`config.mk`:
```
export PLATFORM = sky130hd
export DESIGN_NAME = int_ctrl
export DESIGN_NICKNAME = d
export VERILOG_FILES = /design/src/rtl/int_ctrl.sv
export SDC_FILE = /design/constraint.sdc
export NUM_CORES = 1
export LEC_CHECK = 0
export BUFFER_PORTS_ARGS = -buffer_cell sky130_fd_sc_hd__clkbuf_2
export CORE_MARGIN = 1.5
export CORE_UTILIZATION = 50
export DETAILED_ROUTE_END_ITERATION = 16
export PLACE_DENSITY = 0.87
export SKIP_CTS_REPAIR_TIMING = 1
export SLEW_MARGIN = 20
export SYNTH_ARGS = -nofsm -noshare
export SYNTH_HDL_FRONTEND = slang
export SYNTH_SLANG_ARGS = --single-unit
```
`constraint.sdc`:
```
create_clock -name clock -period 1.99 [get_ports clock]
set_input_delay 0.398 -clock clock [delete_from_list [all_inputs] [get_ports clock]]
set_output_delay 0.398 -clock clock [all_outputs]
set_load 0.005 [all_outputs]
```
`src/rtl/int_ctrl.sv`:
```
// int_ctrl: 4-source edge-latched priority interrupt controller with config regs, one-shot int_req and vector output
module int_ctrl #(
  parameter int NUM_SRC    = 4,
  parameter int VEC_STRIDE = 4
) (
  input  logic               clock,
  input  logic               reset,
  input  logic [NUM_SRC-1:0] irq_src,
  input  logic               iret,
  input  logic               cfg_w_en,
  input  logic [1:0]         cfg_addr,
  input  logic [7:0]         cfg_w_data,
  output logic [7:0]         cfg_r_data,
  output logic               int_req,
  output logic [7:0]         int_en,
  output logic [7:0]         int_vec
);
  typedef enum logic [1:0] {IDLE, REQ, SERVICE} state_t;
  state_t state, state_n;
  logic [7:0] enable, vbase;
  logic [NUM_SRC-1:0] mask, pending, prev_src, edges, cand, clr;
  logic [1:0] active_src, pick;
  logic dispatch, in_service;
  always_comb begin
    edges = irq_src & ~prev_src;
    cand = pending & mask;
    pick = cand[0] ? 2'd0 : cand[1] ? 2'd1 : cand[2] ? 2'd2 : 2'd3;
    dispatch = state == IDLE && enable[0] && |cand;
    clr = (cfg_w_en && cfg_addr == 2'd2 ? cfg_w_data[NUM_SRC-1:0] : '0) |
          (dispatch ? NUM_SRC'(1) << pick : '0);
  end
  always_comb begin
    state_n = state == IDLE ? (dispatch ? REQ : IDLE) :
              state == REQ  ? SERVICE : (iret ? IDLE : SERVICE);
  end
  always_comb begin
    in_service = state != IDLE;
    int_en = enable;
    cfg_r_data = cfg_addr == 2'd0 ? enable :
                 cfg_addr == 2'd1 ? {4'b0, mask} :
                 cfg_addr == 2'd2 ? {in_service, active_src, 1'b0, pending} : vbase;
  end
  always_ff @(posedge clock) begin
    if (reset) begin
      state <= IDLE;
      enable <= 8'h00;
      mask <= '0;
      pending <= '0;
      vbase <= 8'hF0;
      prev_src <= irq_src;
      active_src <= 2'd0;
      int_req <= 1'b0;
      int_vec <= 8'h00;
    end else begin
      state <= state_n;
      prev_src <= irq_src;
      pending <= (pending & ~clr) | edges;
      int_req <= dispatch;
      if (dispatch) begin
        active_src <= pick;
        int_vec <= vbase + 8'(pick * VEC_STRIDE);
      end
      if (cfg_w_en && cfg_addr == 2'd0) enable <= cfg_w_data;
      if (cfg_w_en && cfg_addr == 2'd1) mask <= cfg_w_data[NUM_SRC-1:0];
      if (cfg_w_en && cfg_addr == 2'd3) vbase <= cfg_w_data;
    end
  end
endmodule

```
**Yosys cells after proc, flatten, opt, wreduce, memory -nomap -nowiden**

Index checks and enable logic that the tools add are counted.

- Add/sub/neg operators: 1
- Eq/ne operators: 4
- Shifts and indexed selects: 1
- Muxes and demuxes: 12
- Bitwise logic cells: 7
- Reductions and logical operators: 10

Operators by type and width:

| cell | number |
|---|---|
| $mux W8 | 3 |
| $and A4 B4 Y4 | 3 |
| $mux W2 | 5 |
| $add A8 B4 Y8 | 1 |
| $mux W4 | 2 |
| $not A4 Y4 | 2 |
| $or A4 B4 Y4 | 2 |
| $logic_and A1 B1 Y1 | 6 |
| $eq A2 B1 Y1 const B | 2 |
| $eq A2 B2 Y1 const B | 2 |
| $logic_not A2 Y1 | 2 |
| $reduce_or A4 Y1 | 1 |
| $shl A1 B2 Y4 const A | 1 |
| $mux W1 | 2 |
| $reduce_bool A2 Y1 | 1 |

- Flip-flop bits (word level): 41
- Input bits: 18
- Output and inout bits: 25
- Word-level logic and storage cells: 44

**Logic depth before layout (Yosys ltp)**

Gate-level depths: netlist of the first run.

- Word-level depth: 10
- Mapped depth: 7
- Mapped depth without buffers: 7

**Worst setup path after synthesis of the first run**

OpenSTA, ideal clock, no wires.

- Path kind: in2out
- From: input port cfg_addr[1]
- To: output port cfg_r_data[0]
- Data arrival time: 1.170 ns
- Required time: 1.592 ns
- Setup slack: 0.422 ns
- Stages on the path: 2
- Buffers on the path: 1
- Cells stage by stage: buf_2 > mux4_1

- Longest elaborated chain between the ends: 4
- Elaborated cells on any way between the ends: 6
- Classes of those cells: 2 x eq/ne; 3 x mux; 1 x reduce/logical

RTL lines:

| element | line | source |
|---|---|---|
| from (decl) | 11 | `input logic [1:0] cfg_addr,` |
| $eq A2 B2 Y1 | 41 | `cfg_addr == 2'd2 ? {in_service, active_src, 1'b0, pending} : vbase;` |
| $mux W8 | 41 |  |
| $mux W8 | 40 | `cfg_addr == 2'd1 ? {4'b0, mask} :` |
| $mux W8 * | 39 | `cfg_r_data = cfg_addr == 2'd0 ? enable :` |
| to (decl) | 13 | `output logic [7:0] cfg_r_data,` |

Every way passes the cells marked *; elsewhere a longest branch is shown, timed or not.

**Final worst setup path of the first run**

- From: register mask[1]
- To: register int_vec[6]

- Longest elaborated chain between the ends: 4
- Elaborated cells on any way between the ends: 6
- Classes of those cells: 1 x add/sub; 2 x mux; 1 x bitwise; 2 x reduce/logical

RTL lines:

| element | line | source |
|---|---|---|
| from (decl) | 21 | `logic [NUM_SRC-1:0] mask, pending, prev_src, edges, cand, clr;` |
| from (signal assigned) | 64 | `if (cfg_w_en && cfg_addr == 2'd1) mask <= cfg_w_data[NUM_SRC-1:0];` |
| $and A4 B4 Y4 | 26 | `cand = pending & mask;` |
| $mux W2 (2 in series) | 27 | `pick = cand[0] ? 2'd0 : cand[1] ? 2'd1 : cand[2] ? 2'd2 : 2'd3;` |
| via pick[0] | 22 | `logic [1:0] active_src, pick;` |
| $add A8 B4 Y8 | 61 | `int_vec <= vbase + 8'(pick * VEC_STRIDE);` |
| to (signal assigned) | 61 |  |
| to (decl) | 16 | `output logic [7:0] int_vec` |

The timed path passes the listed nets, and every way through them passes these cells.
A chain may end at the register's enable or synchronous reset.

==> results.txt, run 1 <==
----------------------------------------------------
[Synthesis]
  Share of flip-flops with an asynchronous set or reset ... 0
  Post-Synthesis Cells ... 189
  Number of warning messages in the yosys log ... 0
  Flop and latch count out of synthesis ... 41
  Fraction of the mapped netlist area in simple logic gates ... 0.198
  Number of enable-type register cells in the synthesized netlist ... 0
  Synth Area in Compound Gates ... 0.142
  Top-count cell post-synth ... nand2_1
  Post-synthesis area per instance ... approximately 9.5 um2
  Primary flip-flop cell chosen by synthesis mapping ... dfxtp_1
  Post-Synth XOR/XNOR Area ... 0.0196
  Largest area contributor in the synthesized netlist ... dfxtp_1
  Area of the mapped netlist ... 1790 um2
  Dominant combinational cell family by area after synthesis ... simple AND/OR/NAND/NOR gates
  Post-synth top area share ... 0.458
  Mux share of post-synthesis cell area ... 0.115
  Share of the yosys chip area belonging to registers ... 0.458
  Syn Nets ... 210
  Adder and majority cell fraction of the synthesized area ... 0.0251
  Commonest cells post-synth ... nand2_1 (43), dfxtp_1 (41), a21oi_1 (16), nor2_1 (14)
  Unique cell type count in the Yosys netlist ... 40
  Top post-synthesis cells by area ... dfxtp_1 (46%), nand2_1 (9.0%), mux2i_1 (5.0%)

[Timing]
  Final number of max-transition violations ... 0
  Worst setup skew after layout ... 0.0154 ns
  Hold Worst Slack ... 0.154 ns
  Setup repair after global routing missed its margin ... no
  Worst max-slew margin expressed relative to the limit ... 0.746
  Fraction of the cycle the final worst path needs ... 0.910
  Slew @ Worst Pin ... approximately 0.38 ns
  Hold violation total from the final report ... 0
  Total negative slack ... 0 ns
  Fmax ... 0.552 GHz
  Clock period minus worst slack ... around 1.8 ns
  # setup viols final ... 0

[Worst setup path]
  Series of cell instances along the critical path ... nand2_1 -> a32oi_1 -> ha_1 -> fa_1 -> nand3_1 -> xor2_1 -> a211oi_2
  Number of buffers and inverters on the critical path ... 0
  CP max FO ... 5
  Slowest library cell on the worst path ... dfxtp_1
  Critical Path Max Stage Delay ... 0.41 ns
  Crit path DAT ... 2.09 ns
  Kind of capture point of the worst setup path ... flop
  Critical Path Start Type ... flop
  WS Path Type ... reg -> reg
  Top delay family on crit path ... compound AO/OA/AOI/OAI gates
  Required time reported for the critical path endpoint ... 2.27 ns

[Power and ir drop]
  Highest ir drop seen on vdd ... approximately 540 uV
  Psw ... 0.000361 W
  Net switching fraction of the power ... 0.258
  Share of total power in combinational logic ... 0.112
  PD cells ... between 600 and 700 nW/um2
  Clock network power share ... 0.267
  Static leakage ... between 0.9 and 1 nW
  Sequential Power Share ... 0.621
  Total power consumption of the routed design ... between 0.001 and 0.0015 W
  Design internal power ... 0.00104 W

[Floorplanning]
  Num ports ... 43
  Horizontal extent of the die ... about 63 um
  Die ar. ... a little under 4000 um2
  Core Footprint ... 3390 um2
  Row Count ... 21
  Vertical extent of the die ... 62.9 um
  Starting Density ... 0.529

[GRT]
  Initial antenna violation count ... 0
  Total gr overflow ... 0
  Wire length of the first global-routing pass ... 6640 um
  Number of global-route vias before repair ... 1429
  Largest net degree at the start of global routing ... 20
  GRT Total Usage ... 0.217

[Routing]
  Mean number of vias per cell ... around 5.5
  WL per Instance ... around 14 um
  Drt pass-1 iters ... 4
  Number of nets with antenna violations after routing ... 0
  DRC Markers ... 0
  Vias ... 1535
  Total Routed Length ... 4020 um
  Initial DRC count ... 69

[Clock network]
  TritonCTS clock tree ... done
  Library cell used as clock root buffer ... clkbuf_4
  Clk_lat worst skew ... 0.35 ns
  H-tree level count ... 2
  Worst-case clock buffer depth ... 2
  Clock transition at path regs ... 0.11 ns
  Number of clock sinks ... 41
  Number of buffers created by CTS ... 5

[Job]
  Max-cap violation count ... 0

[Cells and area]
  Area growth from synthesis to layout ... 15.4%
  Antenna fix cells ... 0
  Fraction of final layout cells with drive strength greater than 1 ... 0.284
  Final core utilization ... 0.610
  Layout fillers ... 307
  Number of nets in the layout ... 254

[Placed design]
  IO Port Bufs ... 42
  GPL Wtd Cong ... 0.874
  Total half-perimeter wirelength after legalization and detailed placement ... slightly below 3000 um

[Run status]
  Run status ... complete, no violations

[Hold path]
  Class of the worst hold path ... in -> reg

----------------------------------------------------
## cell type report
| cell class | instances | area (um2) | area share |
|---|---|---|---|
| multi-input combinational | 136 | 895 | 0.433 |
| sequential | 41 | 821 | 0.397 |
| timing repair buffer | 46 | 240 | 0.116 |
| tap | 46 | 57.6 | 0.0278 |
| clock buffer | 5 | 37.5 | 0.0182 |
| inverter | 3 | 11.3 | 0.00545 |
| clock inverter | 1 | 5.00 | 0.00242 |
## cells by family (layout without fill, tap and decap cells)
kind of cell,after synthesis,after routing
adders and majority gates,3,3
muxes,15,15
xor gates and xnor gates,4,4
buffers and inverters,12,55
DFF,41,41
and+or+nand+nor,78,78
AOI/OAI and AO/OA,36,36
## power groups by stage
stage                logic, W  registers, W  clock network (W)
floorplan           0.0000980      0.000883                  0
global placement     0.000154      0.000888                  0
detailed placement   0.000157      0.000889                  0
CTS                  0.000158      0.000871           0.000380
global route         0.000175      0.000875           0.000415
finish               0.000157      0.000871           0.000374
## state kept, by name, indices dropped and copies added (netlist names)
register	count
active_src	2
int_en	8
int_req	1
int_vec	8
mask	4
pending	4
prev_src	4
state	2
vbase	8
## routing by layer
| layer | global-route usage | wire (um) |
|---|---|---|
| met1 | 0.291 | 1830 |
| met2 | 0.332 | 1850 |
| met5 | 0 | 0 |
| met3 | 0.0486 | 275 |
| met4 | 0.100 | 61 |
## path summary, 6_finish.rpt
kind / start / endpoint / slack (ns) / depth (start not counted)
max: mask[1]$_SDFFE_PP0P_ / int_vec[6]$_SDFFE_PP0P_ / 0.18 / 7
min: irq_src[1] / prev_src[1]$_DFF_P_ / 0.15 / 1
max reg2reg: mask[1]$_SDFFE_PP0P_ / int_vec[6]$_SDFFE_PP0P_ / 0.18 / 7
min reg2reg: int_en[1]$_SDFFE_PP0P_ / int_en[1]$_SDFFE_PP0P_ / 0.48 / 2
## through the flow
stage / cell area (um2) / worst slack (ns) / instances
finish: 2070 / 0.179 / 278
global route: 2070 / 0.0630 / 278
CTS: 2070 / 0.188 / 278
detailed placement: 2020 / 0.190 / 272
global placement: 2020 / 0.175 / 272
floorplan: 1790 / 0.422 / 189
## worst register-to-register path: stages, from the launching register on
cell and delay (ns):
dfxtp_1 0.41, nand2_1 0.08, a32oi_1 0.29, ha_1 0.24, fa_1 0.24, nand3_1 0.10, xor2_1 0.17, a211oi_2 0.21
## cell usage in the layout, fill, tap and decap left out, types with 2 or more instances in the layout
cell       n
a21oi_1   16
and2_2     2
clkbuf_4   5
nor2_2     2
mux4_2     3
a211oi_2   2
ha_1       2
inv_1      2
xor2_1     3
nand3_1    9
buf_4      4
a21o_1     2
a32oi_1    3
a211oi_1   2
nand2_1   43
clkbuf_2  42
o21ai_0    3
a22o_1     4
mux2_2     2
nor2_1    14
dfxtp_1   41
mux2i_1    9
Power figures use the tool's default switching activity.
==> inputs of run 2 (changes only) <==
--- a/config.mk
+++ b/config.mk
@@ -5,11 +5,14 @@
 export SDC_FILE = /design/constraint.sdc
 export NUM_CORES = 1
 export LEC_CHECK = 0
+export ABC_CLOCK_PERIOD_IN_PS = 1990
 export BUFFER_PORTS_ARGS = -buffer_cell sky130_fd_sc_hd__clkbuf_2
+export CELL_PAD_IN_SITES_DETAIL_PLACEMENT = 1
+export CELL_PAD_IN_SITES_GLOBAL_PLACEMENT = 2
 export CORE_MARGIN = 1.5
-export CORE_UTILIZATION = 50
+export CORE_UTILIZATION = 31
 export DETAILED_ROUTE_END_ITERATION = 16
-export PLACE_DENSITY = 0.87
+export PLACE_DENSITY = 0.89
 export SKIP_CTS_REPAIR_TIMING = 1
 export SLEW_MARGIN = 20
 export SYNTH_ARGS = -nofsm -noshare
==> run 2 against run 1 <==
  * Non-clock buffer count is 2 higher
  * Total power grew 18%
  * Via count is 0.33% higher
  * Highest routed layer unchanged
  * Clock power increased by 64%
  * Combinational power grew 7%
  * Cell area grew 5.1%
  * Sequential cell count is the same
  * Die area is 58% higher
  * Global-route usage down 4.2 points
  * Core utilization decreased by 22 points
  * Critical endpoint unchanged
  * Cell count is 11% higher
==> results.txt, run 2 (synthesized netlist as in run 1, its figures left out) <==
----------------------------------------------------
[Run status]
  Run status ... complete, no violations

[Timing]
  Slew @ Worst Pin ... 0.416 ns (+0.0366 ns)
  Final number of max-transition violations ... 0 (unchanged)
  Hold violation total from the final report ... 0 (unchanged)
  # setup viols final ... 0 (unchanged)
  Total negative slack ... 0 ns (unchanged)
  Fraction of the cycle the final worst path needs ... 0.898 (-0.0115)
  Worst max-slew margin expressed relative to the limit ... 0.723 (-0.0237)
  Clock period minus worst slack ... 1.79 ns (-0.0228 ns)
  Fmax ... 0.559 GHz (+1.3%)
  Worst setup skew after layout ... 0.00525 ns (-0.0102 ns)
  Setup repair after global routing missed its margin ... no

[Placed design]
  IO Port Bufs ... 42 (unchanged)
  GPL Wtd Cong ... 0.790 (-9.6%)
  Placed cells ... 300 (+10%)
  Total half-perimeter wirelength after legalization and detailed placement ... 3650 um (+23%)

[Worst setup path]
  Crit path DAT ... 2.01 ns (-0.08 ns)
  Critical Path Start Type ... flop
  Critical register-to-register path endpoint ... int_vec[6]$_SDFFE_PP0P_
  Kind of capture point of the worst setup path ... flop
  Required time reported for the critical path endpoint ... 2.22 ns (-0.05 ns)
  WS Path Type ... reg -> reg
  Worst reg2reg setup slack ... 0.20 ns (+0.02 ns)
  Critical register-to-register path startpoint ... mask[1]$_SDFFE_PP0P_
  CP max FO ... 5 (unchanged)
  R2r worst-path depth ... 7 (unchanged)

[Routing]
  Number of nets with antenna violations after routing ... 0 (unchanged)
  Initial DRC count ... 53 (-23%)
  WL per Instance ... 16.1 um (+12%)
  Vias ... 1540 (+0.33%)
  DRC Markers ... 0 (unchanged)
  Total Routed Length ... 4970 um (+24%)
  Drt pass-1 iters ... 4 (unchanged)
  Mean number of vias per cell ... 5.00 (-9.4%)

[Floorplanning]
  Core Footprint ... 5540 um2 (+63%)
  Horizontal extent of the die ... 79.0 um (+26%)
  Vertical extent of the die ... 79.0 um (+26%)
  Num ports ... 43 (unchanged)
  Die ar. ... 6240 um2 (+58%)
  Row Count ... 27 (+29%)
  Starting Density ... 0.323 (-0.205)

[Cells and area]
  Count of placed standard cells in the final layout, fillers left out ... 308 (+11%)
  Number of nets in the layout ... 256 (+0.79%)
  Most common library cell in the layout ignoring fill and taps ... nand2_1
  Fraction of final layout cells with drive strength greater than 1 ... 0.297 (+0.0121)
  Top library cells by usage in the layout, fill and taps aside ... nand2_1 (43), clkbuf_2 (42), dfxtp_1 (41)
  Antenna fix cells ... 0 (unchanged)
  Area growth from synthesis to layout ... 21.3%

[Clock network]
  Number of buffers created by CTS ... 5 (unchanged)
  TritonCTS clock tree ... done
  Clk_lat worst skew ... 0.30 ns (-0.05 ns)
  Number of clock sinks ... 41 (unchanged)
  H-tree level count ... 2 (unchanged)
  Clock transition at path regs ... 0.08 ns (-0.03 ns)
  Worst-case clock buffer depth ... 2 (unchanged)
  Library cell used as clock root buffer ... clkbuf_8

[Hold path]
  Class of the worst hold path ... in -> reg
  End point of the worst hold path ... prev_src[1]$_DFF_P_
  Hold Crit Start ... irq_src[1]
  Worst hold path stage count ... 1 (unchanged)

[GRT]
  Number of global-route vias before repair ... 1569 (+9.8%)
  Total gr overflow ... 0 (unchanged)
  Initial antenna violation count ... 0 (unchanged)
  Wire length of the first global-routing pass ... 8180 um (+23%)
  GRT Total Usage ... 0.175 (-0.0420)
  Largest net degree at the start of global routing ... 21 (+5.0%)

[Job]
  Max-cap violation count ... 0 (unchanged)

[Power and ir drop]
  Static leakage ... 0.944 nW (+4.1%)
  PD cells ... 761 nW/um2 (+12%)
  Highest ir drop seen on vdd ... 462 uV (-14%)

----------------------------------------------------
-- run 2: changes by cell type in the layout (fill, tap and decap cells not counted) --
cell,change
clkbuf_8,+7
clkbuf_4,-5
buf_4,+2
-- run 2: area by class of cell --
type / instances / area [um2]
Timing Repair Buffer: 48 / 255
Fill cell: 696 / 3370
Clock inverter: 1 / 5.00
Multi-Input combinational cell: 136 / 895
Tap cell: 72 / 90.1
Inverter: 3 / 11.3
Sequential cell: 41 / 821
Clock buffer: 7 / 96.3
-- run 2: worst max-delay path by stage --
stage / startpoint / to / slack, ns / depth (start not counted)
floorplan: cfg_addr[1] / cfg_r_data[0] / 0.42 / 2
global placement: cfg_addr[1] / cfg_r_data[0] / 0.20 / 3
detailed placement: cfg_addr[1] / cfg_r_data[0] / 0.17 / 3
CTS: cfg_addr[1] / cfg_r_data[0] / 0.18 / 3
global route: mask[0]$_SDFFE_PP0P_ / int_vec[6]$_SDFFE_PP0P_ / 0.04 / 6
finish: mask[1]$_SDFFE_PP0P_ / int_vec[6]$_SDFFE_PP0P_ / 0.20 / 7
-- run 2: stage by stage --
step	util	instance area [um2]	hold WS, ns	setup WS (ns)	power (W)
3_5_place_dp	0.374	2070	0.474	0.174	0.00106
5_1_grt	0.392	2170	0.201	0.0352	0.00173
2_1_floorplan	-	1790	0.426	0.422	0.000981
6_report	0.392	2170	0.206	0.202	0.00165
3_3_place_gp	0.374	2070	0.460	0.200	0.00106
4_1_cts	0.392	2170	0.201	0.176	0.00167
-- run 2: critical path, stage by stage (launching register included) --
cell      delay (ns)
dfxtp_1         0.39
nand2_1         0.08
a32oi_1         0.26
ha_1            0.27
fa_1            0.23
nand3_1         0.10
xor2_1          0.17
a211oi_2        0.21
-- run 2: layer usage --
| metal | wire length (um) | share of wire | track usage | vias to the layer above |
|---|---|---|---|---|
| li1 | - | - | - | 753 |
| met1 | 2340 | 0.47 | 0.230 | 743 |
| met2 | 2320 | 0.47 | 0.279 | 36 |
| met3 | 204 | 0.041 | 0.0322 | 8 |
| met4 | 96 | 0.019 | 0.0789 | 0 |
| met5 | 0 | 0 | 0 | - |
-- run 2: power breakdown --
part	internal, W	switching, W
sequential	0.000846	0.0000246
clock	0.000314	0.000301
combinational	0.0000751	0.0000930
total	0.00123	0.000419
==> inputs of run 3 (changes only) <==
--- a/config.mk
+++ b/config.mk
@@ -9,7 +9,6 @@
 export BUFFER_PORTS_ARGS = -buffer_cell sky130_fd_sc_hd__clkbuf_2
 export CELL_PAD_IN_SITES_DETAIL_PLACEMENT = 1
 export CELL_PAD_IN_SITES_GLOBAL_PLACEMENT = 2
-export CORE_MARGIN = 1.5
 export CORE_UTILIZATION = 31
 export DETAILED_ROUTE_END_ITERATION = 16
 export PLACE_DENSITY = 0.89
==> run 3 against run 2 <==
  * Core utilization fell by 0.14 points
  * Worst hold slack improved by 0.012 ns
  * Critical path depth is 4 lower
  * Total power decreased by 3.8%
==> results.txt, run 3 (synthesized netlist as in run 1, its figures left out) <==
----------------------------------------------------
[Run status]
  Run status ... complete, no violations

[GRT]
  Largest net degree at the start of global routing ... 25 (+19%)
  Initial antenna violation count ... 0 (unchanged)
  GRT Total Usage ... 0.179 (+0.00365)
  Total gr overflow ... 0 (unchanged)
  Wire length of the first global-routing pass ... 8190 um (about the same)
  Number of global-route vias before repair ... 1583 (+0.89%)

[Routing]
  Mean number of vias per cell ... 4.96 (-0.84%)
  Total Routed Length ... 4940 um (-0.56%)
  Initial DRC count ... 50 (-5.7%)
  Drt pass-1 iters ... 4 (unchanged)
  Vias ... 1527 (-0.84%)
  WL per Instance ... 16.0 um (-0.56%)
  Number of nets with antenna violations after routing ... 0 (unchanged)
  DRC Markers ... 0 (unchanged)

[Floorplanning]
  Num ports ... 43 (unchanged)
  Die ar. ... 6090 um2 (-2.5%)
  Horizontal extent of the die ... 78.0 um (-1.3%)
  Row Count ... 27 (unchanged)
  Vertical extent of the die ... 78.0 um (-1.3%)
  Core Footprint ... 5540 um2 (unchanged)
  Starting Density ... 0.323 (unchanged)

[Placed design]
  Total half-perimeter wirelength after legalization and detailed placement ... 3590 um (-1.5%)
  GPL Wtd Cong ... 0.779 (-1.4%)
  IO Port Bufs ... 42 (unchanged)
  Cell Area, Placed ... 2080 um2 (+0.36%)
  Placed cells ... 301 (+0.33%)

[Cells and area]
  Antenna fix cells ... 0 (unchanged)
  Area growth from synthesis to layout ... 20.9%
  Count of placed standard cells in the final layout, fillers left out ... 308 (unchanged)
  Most common library cell in the layout ignoring fill and taps ... nand2_1
  Post-route standard cell area excluding fillers ... 2170 um2 (-0.35%)
  Fraction of final layout cells with drive strength greater than 1 ... 0.292 (-0.00424)
  Top library cells by usage in the layout, fill and taps aside ... nand2_1 (43), clkbuf_2 (42), dfxtp_1 (41)
  Number of nets in the layout ... 257 (+0.39%)

[Timing]
  Worst setup skew after layout ... 0.00336 ns (-0.00189 ns)
  Setup repair after global routing missed its margin ... no
  Fraction of the cycle the final worst path needs ... 0.909 (+0.0103)
  Worst max-slew margin expressed relative to the limit ... 0.725 (+0.00213)
  Final number of max-transition violations ... 0 (unchanged)
  Slew @ Worst Pin ... 0.411 ns (-0.00471 ns)
  Total negative slack ... 0 ns (unchanged)
  Fmax ... 0.553 GHz (-1.1%)
  Clock period minus worst slack ... 1.81 ns (+0.0205 ns)
  Hold Worst Slack ... 0.218 ns (+0.0116 ns)
  # setup viols final ... 0 (unchanged)
  Hold violation total from the final report ... 0 (unchanged)

[Worst setup path]
  Number of buffers and inverters on the critical path ... 2 (+2)
  Most used cell along the critical path ... clkbuf_2
  Capture point of the critical path ... cfg_r_data[0]
  Top delay family on crit path ... multiplexers
  Worst reg2reg setup slack ... 0.19 ns (about the same)
  CP max FO ... 13 (+8)
  Critical path depth ... 3 (-4)
  R2r worst-path depth ... 7 (unchanged)
  Critical Path Start Type ... input port
  Worst Setup SP ... cfg_addr[1]
  WS Path Type ... in -> out
  Critical register-to-register path endpoint ... int_vec[6]$_SDFFE_PP0P_
  Series of cell instances along the critical path ... clkbuf_2 -> mux4_1 -> clkbuf_2
  Kind of capture point of the worst setup path ... output pin
  Crit path DAT ... 1.41 ns (-0.60 ns)
  Required time reported for the critical path endpoint ... 1.59 ns (-0.63 ns)
  Critical register-to-register path startpoint ... mask[1]$_SDFFE_PP0P_
  Critical Path Max Stage Delay ... 0.60 ns (+0.21 ns)
  Slowest library cell on the worst path ... mux4_1

[Clock network]
  Number of clock sinks ... 41 (unchanged)
  Worst-case clock buffer depth ... 2 (unchanged)
  Number of buffers created by CTS ... 5 (unchanged)
  Clock transition at path regs ... 0.07 ns (about the same)
  H-tree level count ... 2 (unchanged)
  Clk_lat worst skew ... 0.29 ns (about the same)
  TritonCTS clock tree ... done
  Library cell used as clock root buffer ... clkbuf_8

[Hold path]
  Class of the worst hold path ... in -> reg

[Power and ir drop]
  Clock network power share ... 0.347 (-0.025)
  PD cells ... 734 nW/um2 (-3.5%)
  Net switching fraction of the power ... 0.247 (-0.00571)
  Highest ir drop seen on vdd ... 372 uV (-19%)
  Static leakage ... 0.940 nW (-0.42%)
  Design internal power ... 0.00120 W (-3.0%)
  Psw ... 0.000394 W (-6.0%)
  Sequential Power Share ... 0.547 (+0.020)
  Share of total power in combinational logic ... 0.106 (+0.004)

[Job]
  Max-cap violation count ... 0 (unchanged)

----------------------------------------------------
==> run 3: cell count changes in the layout (fill, tap and decap cells not counted), sizes merged <==
| cell | delta |
|---|---|
| buf | +1 |
| clkinv | -1 |
==> run 3: how the worst min path moves through the flow <==
stage / startpoint / end / slack (ns) / depth (start not counted)
final: irq_src[1] / prev_src[1]$_DFF_P_ / 0.22 / 1
after global routing: irq_src[1] / prev_src[1]$_DFF_P_ / 0.21 / 1
after CTS: irq_src[1] / prev_src[1]$_DFF_P_ / 0.21 / 1
after detailed placement: int_en[2]$_SDFFE_PP0P_ / int_en[2]$_SDFFE_PP0P_ / 0.47 / 2
after global placement: int_en[2]$_SDFFE_PP0P_ / int_en[2]$_SDFFE_PP0P_ / 0.46 / 2
after floorplan: irq_src[0] / prev_src[0]$_DFF_P_ / 0.43 / 0
==> run 3: worst register-to-register path, stage by stage, from the launching register on <==
cell and delay, ns:
dfxtp_1 0.41, nand2_1 0.08, a32oi_1 0.26, ha_1 0.28
fa_1 0.24, nand3_1 0.10, xor2_1 0.17, a211oi_2 0.20
==> run 3: metrics by stage <==
stage / utilization / total power [W] / setup slack (ns)
CTS: 0.391 / 0.00161 / 0.165
global placement: 0.375 / 0.00105 / 0.176
floorplan: - / 0.000981 / 0.422
finish: 0.391 / 0.00159 / 0.182
global route: 0.391 / 0.00167 / 0.0818
detailed placement: 0.375 / 0.00106 / 0.166
==> run 3: routing by layer <==
metal / vias up / track usage / share of wire
li1: 749 / - / -
met1: 735 / 0.241 / 0.48
met2: 36 / 0.287 / 0.47
met3: 7 / 0.0372 / 0.038
met4: 0 / 0.0556 / 0.012
met5: - / 0 / 0
==> run 3: area by class of cell <==
type	count	area [um2]
fillers	678	3370
inverters	3	11.3
well taps	72	90.1
multi-input cells	136	895
repair buffers	49	263
clock buffers	7	86.3
flip-flops and latches	41	821
==> run 3: power groups by stage <==
stage | Clock (W) | Sequential, W | Combinational (W)
after floorplan | 0 | 0.000883 | 0.0000980
after global placement | 0 | 0.000888 | 0.000167
after detailed placement | 0 | 0.000889 | 0.000170
after CTS | 0.000569 | 0.000869 | 0.000172
after global routing | 0.000610 | 0.000872 | 0.000189
final | 0.000552 | 0.000870 | 0.000169
